**config.mk**
```make
export PLATFORM = sky130hd
export DESIGN_NAME = rr_arb_mux
export DESIGN_NICKNAME = d
export VERILOG_FILES = /design/src/rtl/rr_arb_mux.sv
export SDC_FILE = /design/constraint.sdc
export NUM_CORES = 1
export LEC_CHECK = 0
export CAP_MARGIN = 30
export CORE_ASPECT_RATIO = 1.1
export CORE_MARGIN = 1.5
export CORE_UTILIZATION = 43
export DETAILED_ROUTE_END_ITERATION = 8
export GPL_TIMING_DRIVEN = 0
export PLACE_DENSITY = 0.85
export SLEW_MARGIN = 10
export SYNTH_ARGS = -nofsm -noshare
export SYNTH_HDL_FRONTEND = slang
export SYNTH_SLANG_ARGS = --single-unit
```
**constraint.sdc**
```tcl
create_clock -name clk -period 6.6 [get_ports clk]
set_input_delay 1.98 -clock clk [delete_from_list [all_inputs] [get_ports clk]]
set_output_delay 1.98 -clock clk [all_outputs]
set_load 0.05 [all_outputs]
```
**src/rtl/rr_arb_mux.sv**
```systemverilog
// rr_arb_mux: N-channel valid/ready arbiter feeding one registered output stage.
//
// Picks one of N_CH producers per cycle by round-robin. The search starts just
// after the channel that won the last transfer. The chosen word goes into a
// single output register with a valid/ready handshake. Throughput is one word
// per cycle, and the latency from input transfer to out_valid is 1 cycle.
//
// Optional build macro: RR_ARB_MUX_FIXED_PRIO_EN
//   When defined, the lowest-index valid channel always wins and no rotation
//   pointer exists.
//   When undefined (the default), arbitration is round-robin.
//
// Parameters:
//   N_CH   number of input channels (>= 1, any value)
//   WIDTH  data width per channel
//   CH_W   derived channel-index width, max(1, $clog2(N_CH))
//
// Ports:
//   clk        rising-edge clock
//   rst        asynchronous active-high reset
//   in_valid   per-channel valid
//   in_data    packed channel data; channel k is in_data[k*WIDTH +: WIDTH]
//   in_ready   per-channel ready, one-hot or zero
//   out_valid  output register holds a word
//   out_data   registered selected word
//   out_ch     channel index that supplied out_data
//   out_ready  consumer accepts out_data this cycle
module rr_arb_mux #(
  parameter int N_CH  = 4,
  parameter int WIDTH = 8,
  localparam int CH_W = (N_CH > 1) ? $clog2(N_CH) : 1
) (
  input  logic                  clk,
  input  logic                  rst,
  input  logic [N_CH-1:0]       in_valid,
  input  logic [N_CH*WIDTH-1:0] in_data,
  output logic [N_CH-1:0]       in_ready,
  output logic                  out_valid,
  output logic [WIDTH-1:0]      out_data,
  output logic [CH_W-1:0]       out_ch,
  input  logic                  out_ready
);

  logic             load;
  logic             xfer;
  logic             gnt_found;
  logic [CH_W-1:0]  gnt_ch;
  logic [WIDTH-1:0] gnt_data;

  assign load = ~out_valid | out_ready;

`ifdef RR_ARB_MUX_FIXED_PRIO_EN

  // Fixed priority: the lowest valid index wins.
  always_comb begin
    gnt_found = 1'b0;
    gnt_ch    = '0;
    gnt_data  = '0;
    for (int unsigned k = 0; k < N_CH; k++) begin
      if (in_valid[k] && !gnt_found) begin
        gnt_found = 1'b1;
        gnt_ch    = CH_W'(k);
        gnt_data  = in_data[k*WIDTH +: WIDTH];
      end
    end
  end

`else

  logic [CH_W-1:0] ptr;

  // The rotating scan ptr+1 .. N_CH-1, 0 .. ptr is split into two fixed-order
  // searches. The first search looks for the lowest valid index above ptr.
  // The second looks for the lowest valid index at or below ptr. The first
  // search wins when it finds a requester. This keeps every index a loop
  // constant, so there is no variable-offset modulo logic.
  always_comb begin
    logic             hi_found;
    logic             lo_found;
    logic [CH_W-1:0]  hi_ch;
    logic [CH_W-1:0]  lo_ch;
    logic [WIDTH-1:0] hi_data;
    logic [WIDTH-1:0] lo_data;
    hi_found = 1'b0;
    lo_found = 1'b0;
    hi_ch    = '0;
    lo_ch    = '0;
    hi_data  = '0;
    lo_data  = '0;
    for (int unsigned k = 0; k < N_CH; k++) begin
      if (in_valid[k]) begin
        if (CH_W'(k) > ptr) begin
          if (!hi_found) begin
            hi_found = 1'b1;
            hi_ch    = CH_W'(k);
            hi_data  = in_data[k*WIDTH +: WIDTH];
          end
        end else if (!lo_found) begin
          lo_found = 1'b1;
          lo_ch    = CH_W'(k);
          lo_data  = in_data[k*WIDTH +: WIDTH];
        end
      end
    end
    gnt_found = hi_found | lo_found;
    gnt_ch    = hi_found ? hi_ch   : lo_ch;
    gnt_data  = hi_found ? hi_data : lo_data;
  end

  // Priority rotates only on a real transfer, never on idle cycles.
  always_ff @(posedge clk or posedge rst) begin
    if (rst) begin
      ptr <= CH_W'(N_CH - 1);
    end else if (xfer) begin
      ptr <= gnt_ch;
    end
  end

`endif

  // in_ready is held low while reset is asserted, so nothing is offered mid-reset.
  assign xfer = load & gnt_found & ~rst;

  always_comb begin
    in_ready = '0;
    for (int unsigned k = 0; k < N_CH; k++) begin
      in_ready[k] = xfer && (gnt_ch == CH_W'(k));
    end
  end

  // On a drain with no new transfer, only out_valid clears.
  // out_data and out_ch keep their last values.
  always_ff @(posedge clk or posedge rst) begin
    if (rst) begin
      out_valid <= 1'b0;
      out_data  <= '0;
      out_ch    <= '0;
    end else if (xfer) begin
      out_valid <= 1'b1;
      out_data  <= gnt_data;
      out_ch    <= gnt_ch;
    end else if (out_ready) begin
      out_valid <= 1'b0;
    end
  end

endmodule

```
# Yosys cells after proc, flatten, opt, wreduce, memory -nomap -nowiden
# Cells that the tools add are included.
# W data, S select, Z words.
# totals
regBits	13
word_cells	83
output_inout_bits	15
in_bits	39
# classes
n_reduce_logical	6
order_cmp	4
eq_ne	3
bitwise_logic	6
n_mux	60
# ops
cell	count
$mux W8	23
$mux W2	13
$mux W1	24
$eq A2 B2 Y1 const B	2
$gt A1 B2 Y1 const A	2
$gt A2 B2 Y1 const A	2
$logic_and A1 B1 Y1	4
$and A1 B1 Y1	2
$eq A2 B1 Y1 const B	1
$logic_not A2 Y1	1
$not A1 Y1	2
$or A1 B1 Y1	2
$reduce_bool A2 Y1	1

# Logic depth before layout (Yosys ltp)
# Gate-level depths: netlist of run 1.
# depth
depth_word	15
depth_mapped	7
depth_no_buf	5

# Worst setup path before layout of run 1
# Ideal clock, no wire load.
# synth_timing
kind	input to output
start	in in_valid[2]
end	out in_ready[2]
required_ps	4620
t_arrival_ps	3692
path_buffers	2
setup_slack_ps	928
path_stages	6
cell_sequence	buf_2 -> nor4_2 -> nor2_1 -> nand2_2 -> buf_2 -> nor3_1
# synth_between
elab_chain_cells	7
word_cells_on_any_way	20
cone_classes	1 x eq/ne; 15 x mux; 3 x bitwise; 1 x reduce/logical
# synth_rtl
item	line	rtl
start, declared	35	input logic [N_CH-1:0] in_valid,
$mux W2 / $mux W1 (equally long branches)	91	if (in_valid[k]) begin
$mux W2 (tied with other cells)	98	end else if (!lo_found) begin
$mux W2 / $mux W1 (equally long branches)	92, 91	
$mux W2 / $or A1 B1 Y1 (equally long branches)	91, 105	
$mux W2 / $and A1 B1 Y1 (equally long branches)	106, 122	
$eq A2 B2 Y1 / $and A1 B1 Y1 (equally long branches)	127, 122	
$logic_and A1 B1 Y1 (*)	127	in_ready[k] = xfer && (gnt_ch == CH_W'(k));
end, declared	37	output logic [N_CH-1:0] in_ready,
# Every way passes the cells marked *; elsewhere a longest branch is shown, timed or not.

# Worst setup path in the final report of run 1
# layout_timing
start	in in_valid[0]
end	out in_ready[0]
# layout_between
elab_chain_cells	13
word_cells_on_any_way	38
cone_classes	33 x mux; 3 x bitwise; 2 x reduce/logical
# layout_rtl
item	line	rtl
$mux W1	91	
$mux W1, on equally long branches	98, 93	
$mux W1	92	if (CH_W'(k) > ptr) begin
$mux W1	91	
$mux W2, on equally long branches	98, 93	
$mux W2	92	
$mux W2	91	
$mux W2, on equally long branches	98, 93	
$mux W2	92	
$mux W2	91	
$mux W2	106	gnt_ch = hi_found ? hi_ch : lo_ch;
$logic_not A2 Y1	127	
$logic_and A1 B1 Y1 (*)	127	
# Marked as above.

==> flow_metrics.env, run 1 <==
export IMPL_status="finished clean"
export IMPL_finish_net_count=234
export IMPL_syn_to_final_growth_pct=52.04
export IMPL_seq_area_frac_synth_pct=29.64
export IMPL_gr_usage_all_layers_pct=26.37
export IMPL_finish_instance_area_sq_um=1682
export IMPL_signal_arrival_time_at_the_worst_endpoint_ns=4.35
export IMPL_most_used_standard_cell_by_instance_count_after_synthesis="nor2_1"
export IMPL_post_synth_top_area_cell="dfrtp_1"
export IMPL_clk_insertion_delay_late_ns=0.27
export IMPL_cts_resized_gates=0
export IMPL_fin_skew_ns=0.001992
export IMPL_clkTransAtPathRegs_ns=0.07
export IMPL_layout_drive_gt1_share_pct=10.82
export IMPL_syn_cell_area_sq_um=1106
export IMPL_cts_tree="yes"
export IMPL_p_clk_share_pct=9.2
export IMPL_post_synth_cell_area_avg_sq_um=7.957
export IMPL_wire_per_inst_um=16.42
export IMPL_synth_edf_count=0
export IMPL_gp_routability_congestion=0.8657
export IMPL_netlist_top_cells_area="dfrtp_1, nor2_1, a221o_1"
export IMPL_worstReg2RegStart="ptr[1]"
export IMPL_rows=19
export IMPL_postCtsHoldBufs=0
export IMPL_number_of_distinct_library_cells_after_synthesis=30
export IMPL_seqPwrFrac_pct=24.8
export IMPL_finalWirelength_um=3694
export IMPL_power_share_switching_pct=47.96
export IMPL_final_min_period_over_clock_period_pct=95.96
export IMPL_vias_per_cell=6.089
export IMPL_timing_critical_path_buf_inv=3
export IMPL_async_flop_share_pct=100.0
export IMPL_routed_via_count=1370
export IMPL_synth_common_cells="nor2_1, dfrtp_1, nand2_1"
export IMPL_timing_final_setup_violations=0
export IMPL_core_area_sq_um=2472
export IMPL_critical_path_max_stage_delay_ns=0.82
export IMPL_detailedRoute_firstIterationViolations=82
export IMPL_power_density_nw_per_um2=304.9
export IMPL_die_height_um=56.19
export IMPL_cts_root_buffer_cell="clkbuf_4"
export IMPL_grt_pass1_wl_um=5816
export IMPL_path_cells="clkdlybuf4s50_1 > buf_2 > nor2_1 > o21ai_0 > nand3_1 > nor2_1 > clkdlybuf4s50_1"
export IMPL_origin_of_the_worst_setup_path="in_valid[0]"
export IMPL_dp_worst_setup_slack_ns=0.2758
export IMPL_synth_yosys_warnings=0
export IMPL_cts_post_setup_buffers_inserted=0
export IMPL_globalRoute_totalOverflow=0
export IMPL_die_width_um=51.36
export IMPL_cp_top_family="buffers and inverters"
export IMPL_cts_max_path_buffers=2
export IMPL_synth_nets=178
export IMPL_detail_route_antenna_nets=0
export IMPL_leakage_nw=0.6388
export IMPL_place_detailed_instances=221
export IMPL_timing_setup_tns_ns=0
export IMPL_start_util_pct=44.74
export IMPL_place_hpwl_um=2814
export IMPL_worst_ir_drop_vdd_mv=0.3441
export IMPL_drv_slew=0
export IMPL_antennaDiodeCount=0
export IMPL_tritoncts_num_sinks=13
export IMPL_rsz0062_at_grt="false"
export IMPL_worst_setup_path_start_kind="input port"
export IMPL_cts_htree_levels=1
export IMPL_critical_path_endpoint="in_ready[0]"
export IMPL_r2r_setup_slack_ns=4.61
export IMPL_synth_seq_cells=13
export IMPL_antenna_violations_before_repair=0
export IMPL_power_share_combinational_pct=66.0
export IMPL_final_period_minus_worst_setup_slack_ns=6.334
export IMPL_critPathMaxFanout=10
export IMPL_ys_dominant_reg_cell="dfrtp_1"
export IMPL_worst_slew_pin_transition_ns=0.7844
export IMPL_firstDrtPassIters=5
export IMPL_achievable_frequency_mhz=157.9
export IMPL_internal_power_consumption_mw=0.2668
export IMPL_worst_slew_margin_rel_pct=47.27
export IMPL_tritoncts_num_buffers=3
export IMPL_postPlaceCellArea_sq_um=1655
export IMPL_vias_in_the_first_global_route=1337
export IMPL_finalNonFillerCells=225
export IMPL_regToRegEndpoint="out_data[3]"
export IMPL_crit_path_top_delay_cell="clkdlybuf4s50_1"
export IMPL_cp_required_ns=4.62
export IMPL_final_hold_violation_count=0
export IMPL_post_synth_inst_count=139
export IMPL_depth_of_the_critical_timing_path_with_buffers_and_inverters_included=7
export IMPL_number_of_cells_on_the_worst_reg_to_reg_path=6
export IMPL_floorplan_io_pins=54
export IMPL_hp_class="reg2reg"
export IMPL_crit_end_category="output pin"
export IMPL_switching_power_mw=0.2459
export IMPL_synth_largest_type_area_fraction_pct=24.89
export IMPL_finalWorstSetupSlack_ns=0.2663
export IMPL_drcViolationCount=0
export IMPL_startpoint_to_endpoint_class_of_the_critical_path="in2out"
export IMPL_port_buffers=51
export IMPL_floorplan_die_area_sq_um=2886
export IMPL_pin_count_of_the_biggest_net_entering_global_routing=14
export IMPL_drv_cap=0
power groups by stage:
stage	logic (mW)	registers [mW]	clock network (mW)
2_1_floorplan	0.135	0.215	0
3_3_place_gp	0.332	0.127	0
3_5_place_dp	0.335	0.128	0
6_report	0.338	0.127	0.0474
5_1_grt	0.356	0.131	0.0557
4_1_cts	0.337	0.127	0.0502
worst register-to-register path: stages, from the launching register on:
cell and delay (ns):
dfstp_2 0.57, buf_4 0.18, nand2_2 0.16, nor3_2 0.47
a221oi_1 0.11, o21ai_1 0.25, a221o_1 0.19
flip-flops by register name, indices dropped and copies added, names as in the netlist:
signal	flops
out_ch	2
out_data	8
out_valid	1
ptr	2
how the worst min path moves through the flow:
stage	depth (start not counted)	endpoint	from	slack, ns
floorplan	2	ptr[1]	ptr[1]	0.67
global placement	1	out_ch[1]	out_ch[1]	0.46
detailed placement	1	out_ch[0]	out_ch[0]	0.49
CTS	1	out_ch[0]	out_ch[0]	0.51
global route	1	out_ch[1]	out_ch[1]	0.53
finish	1	out_ch[0]	out_ch[0]	0.51
per-stage QoR:
stage               power (mW)  hold slack (ns)  util (%)
floorplan               0.3498           0.6743         -
global placement        0.4590           0.4623     66.95
detailed placement      0.4630           0.4938     66.95
CTS                     0.5141           0.5115     68.02
global route            0.5426           0.5287     68.02
finish                  0.5128           0.5054     68.02
placed cells by master (no fill, tap or decap):
cell type         n
o31ai_1           1
o32ai_1           8
mux2_2            2
o21ai_0           4
dfrtp_1          11
clkdlybuf4s50_1  51
nor3_1            1
nor2_2            1
buf_6             1
nand2_1          11
buf_4             1
nor4_2            2
nor2_1           25
nor3b_4           1
a21o_1            2
nand3_1           2
buf_2             5
clkbuf_4          3
o22ai_1           9
a21oi_1           3
clkbuf_1          2
nand2_2           2
and2_1            9
a221oi_1          8
nor3_2            1
o21ai_1           8
inv_1             3
a221o_1           8
dfstp_2           2
nand2b_1          4
nor2b_1           2
or2_1             1
per-layer routing:
layer | part of all wire (%) | track usage [%] | vias up
met5 | 0 | 0 | -
met4 | 1.6 | 6.767 | 0
met3 | 10 | 6.989 | 6
met2 | 48 | 46.38 | 100
met1 | 40 | 31.34 | 626
li1 | - | - | 638
final cells by class:
class	instances	area, sq um
fill	224	790.8
tap	31	38.79
timing repair buffer	51	510.5
multi-input combinational	115	719.4
buffer	8	47.55
clock buffer	4	26.28
sequential	13	327.8
inverter	3	11.26
cells by family (layout without fill, tap and decap cells):
logic type / after synthesis / after routing / share of synthesized area [%]
AND/OR/NAND/NOR: 62 / 62 / 29.18
AO/OA/AOI/OAI: 51 / 51 / 33.82
flip-flops: 13 / 13 / 29.64
buffers and inverters: 11 / 66 / 5.316
multiplexers: 2 / 2 / 2.036
Note: power is estimated with default switching activity, not from simulation.
==> run 2, diff against run 1 <==
--- a/config.mk
+++ b/config.mk
@@ -7,11 +7,10 @@
 export LEC_CHECK = 0
 export CAP_MARGIN = 30
 export CORE_ASPECT_RATIO = 1.1
-export CORE_MARGIN = 1.5
-export CORE_UTILIZATION = 43
+export CORE_UTILIZATION = 40
 export DETAILED_ROUTE_END_ITERATION = 8
 export GPL_TIMING_DRIVEN = 0
-export PLACE_DENSITY = 0.85
+export PLACE_DENSITY = 0.8
 export SLEW_MARGIN = 10
 export SYNTH_ARGS = -nofsm -noshare
 export SYNTH_HDL_FRONTEND = slang
==> constraint.sdc (replaced) <==
create_clock -name clk -period 5.9 [get_ports clk]
set_input_delay 1.77 -clock clk [delete_from_list [all_inputs] [get_ports clk]]
set_output_delay 1.77 -clock clk [all_outputs]
set_load 0.05 [all_outputs]
==> run 2 against run 1 <==
Clock skew grew 0.0011 ns. Combinational power up 12%. Sequential power grew 13%. Hold slack gained 0.0046 ns. Cell area up 0.37%. Clock power grew 14%. Worst setup slack lost 0.049 ns. Core utilization shrank 2.3 points. First-iteration DRC count down 26%. Non-clock buffer count is the same. Count of clock-buffer cells in the layout stayed put. Global-route usage decreased by 0.70 points. Highest routed layer unchanged.
==> flow_metrics.env, run 2 (synthesis gave the netlist of run 1 again) <==
export IMPL_die_height_um=57.15
export IMPL_number_of_cells_on_the_worst_reg_to_reg_path=6
export IMPL_routed_via_count=1407
export IMPL_regMostFlops="out_data"
export IMPL_antenna_violations_before_repair=0
export IMPL_startpoint_to_endpoint_class_of_the_critical_path="in2out"
export IMPL_postCtsHoldBufs=0
export IMPL_cts_tree="yes"
export IMPL_tritoncts_num_sinks=13
export IMPL_firstDrtPassIters=6
export IMPL_worst_slew_margin_rel_pct=44.34
export IMPL_critPathMaxFanout=10
export IMPL_finalNonFillerCells=225
export IMPL_start_util_pct=43.08
export IMPL_cp_required_ns=4.13
export IMPL_clkTransAtPathRegs_ns=0.07
export IMPL_signal_arrival_time_at_the_worst_endpoint_ns=3.91
export IMPL_finalWirelength_um=3705
export IMPL_regToRegEndpoint="out_data[1]"
export IMPL_drv_slew=0
export IMPL_timing_final_setup_violations=0
export IMPL_crit_end_category="output pin"
export IMPL_rsz0062_at_grt="false"
export IMPL_cts_post_setup_buffers_inserted=0
export IMPL_core_area_sq_um=2567
export IMPL_drcViolationCount=0
export IMPL_leakage_nw=0.6948
export IMPL_cts_root_buffer_cell="clkbuf_4"
export IMPL_r2r_setup_slack_ns=3.92
export IMPL_tritoncts_num_buffers=3
export IMPL_worst_slew_pin_transition_ns=0.8280
export IMPL_critical_path_max_stage_delay_ns=0.58
export IMPL_globalRoute_totalOverflow=0
export IMPL_syn_to_final_growth_pct=52.60
export IMPL_crit_path_top_delay_cell="clkdlybuf4s50_1"
export IMPL_worst_ir_drop_vdd_mv=0.4352
export IMPL_reg_top3="out_data (8), out_ch (2), ptr (2)"
export IMPL_cts_htree_levels=1
export IMPL_wl_met3_um=350
export IMPL_achievable_frequency_mhz=176.0
export IMPL_final_period_minus_worst_setup_slack_ns=5.683
export IMPL_met1_length_um=1475
export IMPL_flip_flop_count_of_the_largest_register_all_copies_and_words_added=8
export IMPL_pin_count_of_the_biggest_net_entering_global_routing=14
export IMPL_layout_cells_most_common="clkdlybuf4s50_1"
export IMPL_final_hold_violation_count=0
export IMPL_fillers=230
export IMPL_fin_skew_ns=0.003085
export IMPL_fin_hold_ws_ns=0.5099
export IMPL_rows=19
export IMPL_gr_usage_all_layers_pct=25.67
export IMPL_layout_drive_gt1_share_pct=10.82
export IMPL_port_buffers=51
export IMPL_die_width_um=52.14
export IMPL_drv_cap=0
export IMPL_floorplan_io_pins=54
export IMPL_grt_pass1_wl_um=5775
export IMPL_wire_per_inst_um=16.47
export IMPL_power_density_nw_per_um2=340.9
export IMPL_cts_max_path_buffers=2
export IMPL_mostFrequentLayoutCells="clkdlybuf4s50_1, nor2_1, nand2_1, dfrtp_1"
export IMPL_worst_setup_path_start_kind="input port"
export IMPL_status="finished clean"
export IMPL_top_layer="met4"
export IMPL_vias_per_cell=6.253
export IMPL_floorplan_die_area_sq_um=2980
export IMPL_finish_net_count=234
export IMPL_hp_class="reg2reg"
export IMPL_place_hpwl_um=2775
export IMPL_detail_route_antenna_nets=0
export IMPL_antennaDiodeCount=0
export IMPL_gp_routability_congestion=0.9051
export IMPL_detailedRoute_firstIterationViolations=61
export IMPL_min_to="out_ch[1]"
export IMPL_hold_crit_start="out_ch[1]"
export IMPL_final_min_period_over_clock_period_pct=96.32
export IMPL_met2_wirelength_um=1798
export IMPL_clk_insertion_delay_late_ns=0.27
export IMPL_worstReg2RegStart="ptr[1]"
export IMPL_place_detailed_instances=221
export IMPL_path_cells="clkdlybuf4s50_1 > buf_2 > nor2_1 > o21ai_0 > nand3_1 > nor2b_1 > dlygate4sd2_1"
export IMPL_vias_in_the_first_global_route=1321
export IMPL_holdPathStages=1
-- run 2: critical path, delay by kind of cell --
kind / cells / cell delay (ns)
buffers and inverters: 3 / 1.39
AOI/OAI and AO/OA: 1 / 0.36
and+or+nand+nor: 3 / 0.38
-- run 2: layout make-up --
cell class	count	area (sq um)	area share (%)
Buffer	8	47.55	2.817
Clock buffer	4	26.28	1.557
Inverter	3	11.26	0.6672
Multi-Input combinational cell	115	719.4	42.62
Sequential cell	13	327.8	19.42
Tap cell	31	38.79	2.298
Timing Repair Buffer	51	516.7	30.62
-- run 2: routing by layer --
metal  up-vias  track usage, %
met1       658           31.61
met4         0           5.639
met3         8           3.467
met5         -               0
met2        96           46.70
li1        645               -
-- run 2: worst max path at each step --
| stage | startpoint | endpoint | depth (start not counted) |
|---|---|---|---|
| CTS | in_valid[0] | in_ready[3] | 5 |
| global placement | in_valid[0] | in_ready[3] | 5 |
| floorplan | in_valid[2] | in_ready[2] | 6 |
| global route | in_valid[0] | in_ready[1] | 7 |
| detailed placement | in_valid[0] | in_ready[1] | 7 |
| finish | in_valid[0] | in_ready[1] | 7 |
-- run 2: per-stage QoR --
stage / instance area [sq um] / total power, mW / setup TNS, ns / worst slack [ns] / util [%]
3_3_place_gp: 1655 / 0.5142 / 0 / 0.02815 / 64.47
4_1_cts: 1680 / 0.5739 / 0 / 0.007748 / 65.45
3_5_place_dp: 1655 / 0.5184 / -0.02035 / -0.02035 / 64.47
2_1_floorplan: 1106 / 0.3913 / 0 / 0.6478 / -
5_1_grt: 1688 / 0.6049 / 0 / 0.1510 / 65.74
6_report: 1688 / 0.5753 / 0 / 0.2174 / 65.74
-- run 2: where the power goes --
part | switching [mW] | internal (mW)
Combinational | 0.232 | 0.146
Clock | 0.0277 | 0.0262
Sequential | 0.0182 | 0.125
-- run 2: repair_timing --
item	in CTS	in global routing
hold endpoints to repair	0	0
setup endpoints to repair	1	3
gates resized for setup	1	3
==> run 3, diff against run 2 <==
==> config.mk (replaced) <==
export PLATFORM = sky130hd
export DESIGN_NAME = rr_arb_mux
export DESIGN_NICKNAME = d
export VERILOG_FILES = /design/src/rtl/rr_arb_mux.sv
export SDC_FILE = /design/constraint.sdc
export NUM_CORES = 1
export LEC_CHECK = 0
export ABC_AREA = 1
export CAP_MARGIN = 30
export CORE_ASPECT_RATIO = 1.1
export CORE_UTILIZATION = 45
export DETAILED_ROUTE_END_ITERATION = 8
export PLACE_DENSITY = 0.82
export SLEW_MARGIN = 20
export SYNTH_ARGS = -nofsm -noshare
export SYNTH_HDL_FRONTEND = slang
export SYNTH_SLANG_ARGS = --single-unit
==> run 3 against run 2 <==
The flow now finishes with violations (design-rule violations). Core utilization rose by 1.6 points. Register-to-register slack got worse by 0.06 ns. Count of clock-buffer cells in the layout fell by 1. Combinational power rose by 46%. First-iteration DRC count fell by 1.6%. Power rose by 33%. Critical path depth rose by 3. Critical endpoint is now in_ready[3]. Via count rose by 19%. Largest cell class unchanged. Hold slack got worse by 0.034 ns.
==> flow_metrics.env, run 3 <==
export IMPL_status="finished with violations"
export IMPL_violations="design-rule violations"
export IMPL_floorplan_die_area_sq_um=3531
export IMPL_fin_skew_ns=0.01011
export IMPL_leakage_nw=1.110
export IMPL_tritoncts_num_buffers=3
export IMPL_timing_setup_tns_ns=0
export IMPL_synth_nets=294
export IMPL_synth_largest_type_area_fraction_pct=18.55
export IMPL_power_density_nw_per_um2=367.9
export IMPL_die_height_um=62.23
export IMPL_postCtsHoldBufs=0
export IMPL_tritoncts_num_sinks=13
export IMPL_floorplan_io_pins=54
export IMPL_worst_setup_path_start_kind="input port"
export IMPL_design_power_total_mw=0.7677
export IMPL_mostFrequentLayoutCells="nand2_1, clkdlybuf4s50_1, nand3_1"
export IMPL_worst_slew_pin_transition_ns=0.5262
export IMPL_place_hpwl_um=3083
export IMPL_fillers=306
export IMPL_drv_cap=0
export IMPL_cts_post_setup_buffers_inserted=0
export IMPL_synth_seq_cells=13
export IMPL_core_area_sq_um=3100
export IMPL_antennaDiodeCount=0
export IMPL_layout_cells_most_common="nand2_1"
export IMPL_startpoint_to_endpoint_class_of_the_critical_path="in2out"
export IMPL_routed_via_count=1673
export IMPL_final_period_minus_worst_setup_slack_ns=5.631
export IMPL_seq_area_frac_synth_pct=22.09
export IMPL_finish_net_count=347
export IMPL_synth_edf_count=0
export IMPL_ys_dominant_reg_cell="dfrtp_1"
export IMPL_regMostFlops="out_data"
export IMPL_gp_routability_congestion=0.8520
export IMPL_flip_flop_count_of_the_largest_register_all_copies_and_words_added=8
export IMPL_post_synth_top_area_cell="dfrtp_1"
export IMPL_netlist_top_cells_area="dfrtp_1, nand2_1, nand3_1"
export IMPL_port_buffers=53
export IMPL_detail_route_antenna_nets=0
export IMPL_cts_resized_gates=0
export IMPL_synth_common_cells="nand2_1, nand3_1, nor2_1"
export IMPL_achievable_frequency_mhz=177.6
export IMPL_synth_yosys_warnings=0
export IMPL_number_of_distinct_library_cells_after_synthesis=23
export IMPL_signal_arrival_time_at_the_worst_endpoint_ns=3.86
export IMPL_antenna_violations_before_repair=0
export IMPL_cts_tree="yes"
export IMPL_worst_slew_margin_rel_pct=64.81
export IMPL_clkTransAtPathRegs_ns=0.07
export IMPL_gr_usage_all_layers_pct=23.45
export IMPL_clk_insertion_delay_late_ns=0.29
export IMPL_final_hold_violation_count=0
export IMPL_cp_required_ns=4.13
export IMPL_cts_root_buffer_cell="clkbuf_4"
export IMPL_layout_drive_gt1_share_pct=12.38
export IMPL_timing_final_setup_violations=0
export IMPL_worst_ir_drop_vdd_mv=0.2038
export IMPL_crit_end_category="output pin"
export IMPL_globalRoute_totalOverflow=0
export IMPL_area_sequential_sq_um=327.8
export IMPL_finalWirelength_um=3812
export IMPL_cts_max_path_buffers=2
export IMPL_vias_in_the_first_global_route=1584
export IMPL_rsz0062_at_grt="false"
export IMPL_multi_input_area_sq_um=923.4
export IMPL_cts_htree_levels=1
export IMPL_drcViolationCount=6
export IMPL_hp_class="reg2reg"
export IMPL_drv_slew=0
export IMPL_detailedRoute_firstIterationViolations=60
export IMPL_async_flop_share_pct=100.0
export IMPL_critPathMaxFanout=20
export IMPL_vias_per_cell=4.906
export IMPL_most_used_standard_cell_by_instance_count_after_synthesis="nand2_1"
export IMPL_die_width_um=56.75
export IMPL_grt_pass1_wl_um=6741
export IMPL_post_synth_inst_count=255
export IMPL_final_min_period_over_clock_period_pct=95.45
export IMPL_rows=21
export IMPL_pin_count_of_the_biggest_net_entering_global_routing=21
export IMPL_syn_cell_area_sq_um=1484
export IMPL_firstDrtPassIters=6
export IMPL_reg_top3="out_data (8), out_ch (2), ptr (2)"
export IMPL_post_synth_cell_area_avg_sq_um=5.819
export IMPL_wire_per_inst_um=11.18
export IMPL_syn_to_final_growth_pct=40.64
export IMPL_start_util_pct=47.86
-- run 3: cell count changes in the layout (fill, tap and decap cells not counted), sizes merged, moves of 4 or more --
cell / change
nand2: +60
nand3: +46
inv: +40
nor2: +20
and2: -9
nand4: +9
o22ai: -9
a221o: -8
a221oi: -8
o32ai: -8
nand2b: -4
nand3b: +4
-- run 3: layout make-up --
type / count / area share (%)
Multi-Input combinational cell: 189 / 44.24
Timing Repair Buffer: 57 / 28.78
Sequential cell: 13 / 15.71
Inverter: 44 / 7.914
Tap cell: 34 / 2.038
Clock buffer: 3 / 1.079
Clock inverter: 1 / 0.2398
-- run 3: stage by stage --
stage	setup slack [ns]	util (%)	cells	area [sq um]	hold slack, ns
after floorplan	0.8665	-	255	1484	0.4786
after global placement	0.3495	66.42	337	2059	0.4609
after detailed placement	0.2941	66.42	337	2059	0.4644
after CTS	0.2958	67.31	341	2087	0.4839
after global routing	0.07590	67.31	341	2087	0.5120
final	0.2687	67.31	341	2087	0.4764
-- run 3: report_power, final --
part | switching, mW | total, mW | internal, mW
Combinational | 0.358 | 0.551 | 0.193
Clock | 0.0293 | 0.0545 | 0.0252
Sequential | 0.0289 | 0.163 | 0.134
Total | 0.416 | 0.768 | 0.352
-- run 3: cell families after synthesis --
group | share of synthesized area, %
buffers and inverters | 15.68
and+or+nand+nor | 59.19
AOI/OAI and AO/OA | 3.035
DFF | 22.09
-- run 3: critical path: stages --
cell	delay, ns
clkdlybuf4s50_1	0.80
nand2_2	0.35
nand3_4	0.20
nand2_2	0.09
nand3_1	0.08
nand2_1	0.09
inv_2	0.06
nand2_2	0.07
nor2_1	0.18
buf_12	0.17
-- run 3: metal layers --
metal / up-vias / GRT usage, % / share of wire (%)
met5: - / 0 / 0
met4: 0 / 11.89 / 2.3
met3: 9 / 0.4167 / 3.4
li1: 898 / - / -
met2: 52 / 37.65 / 48
met1: 714 / 32.18 / 46
-- run 3: final timing paths --
| check | from | to | slack [ns] | depth (start not counted) |
|---|---|---|---|---|
| worst max register to register | ptr[1] | out_data[0] | 3.86 | 10 |
| worst min-delay path | out_data[4] | out_data[4] | 0.48 | 2 |
| max in group asynchronous | rst | ptr[1] | 3.89 | 3 |
| worst max-delay path | in_valid[1] | in_ready[3] | 0.27 | 10 |
| worst min register to register | out_data[4] | out_data[4] | 0.48 | 2 |
| min in group asynchronous | rst | out_data[7] | 1.77 | 3 |
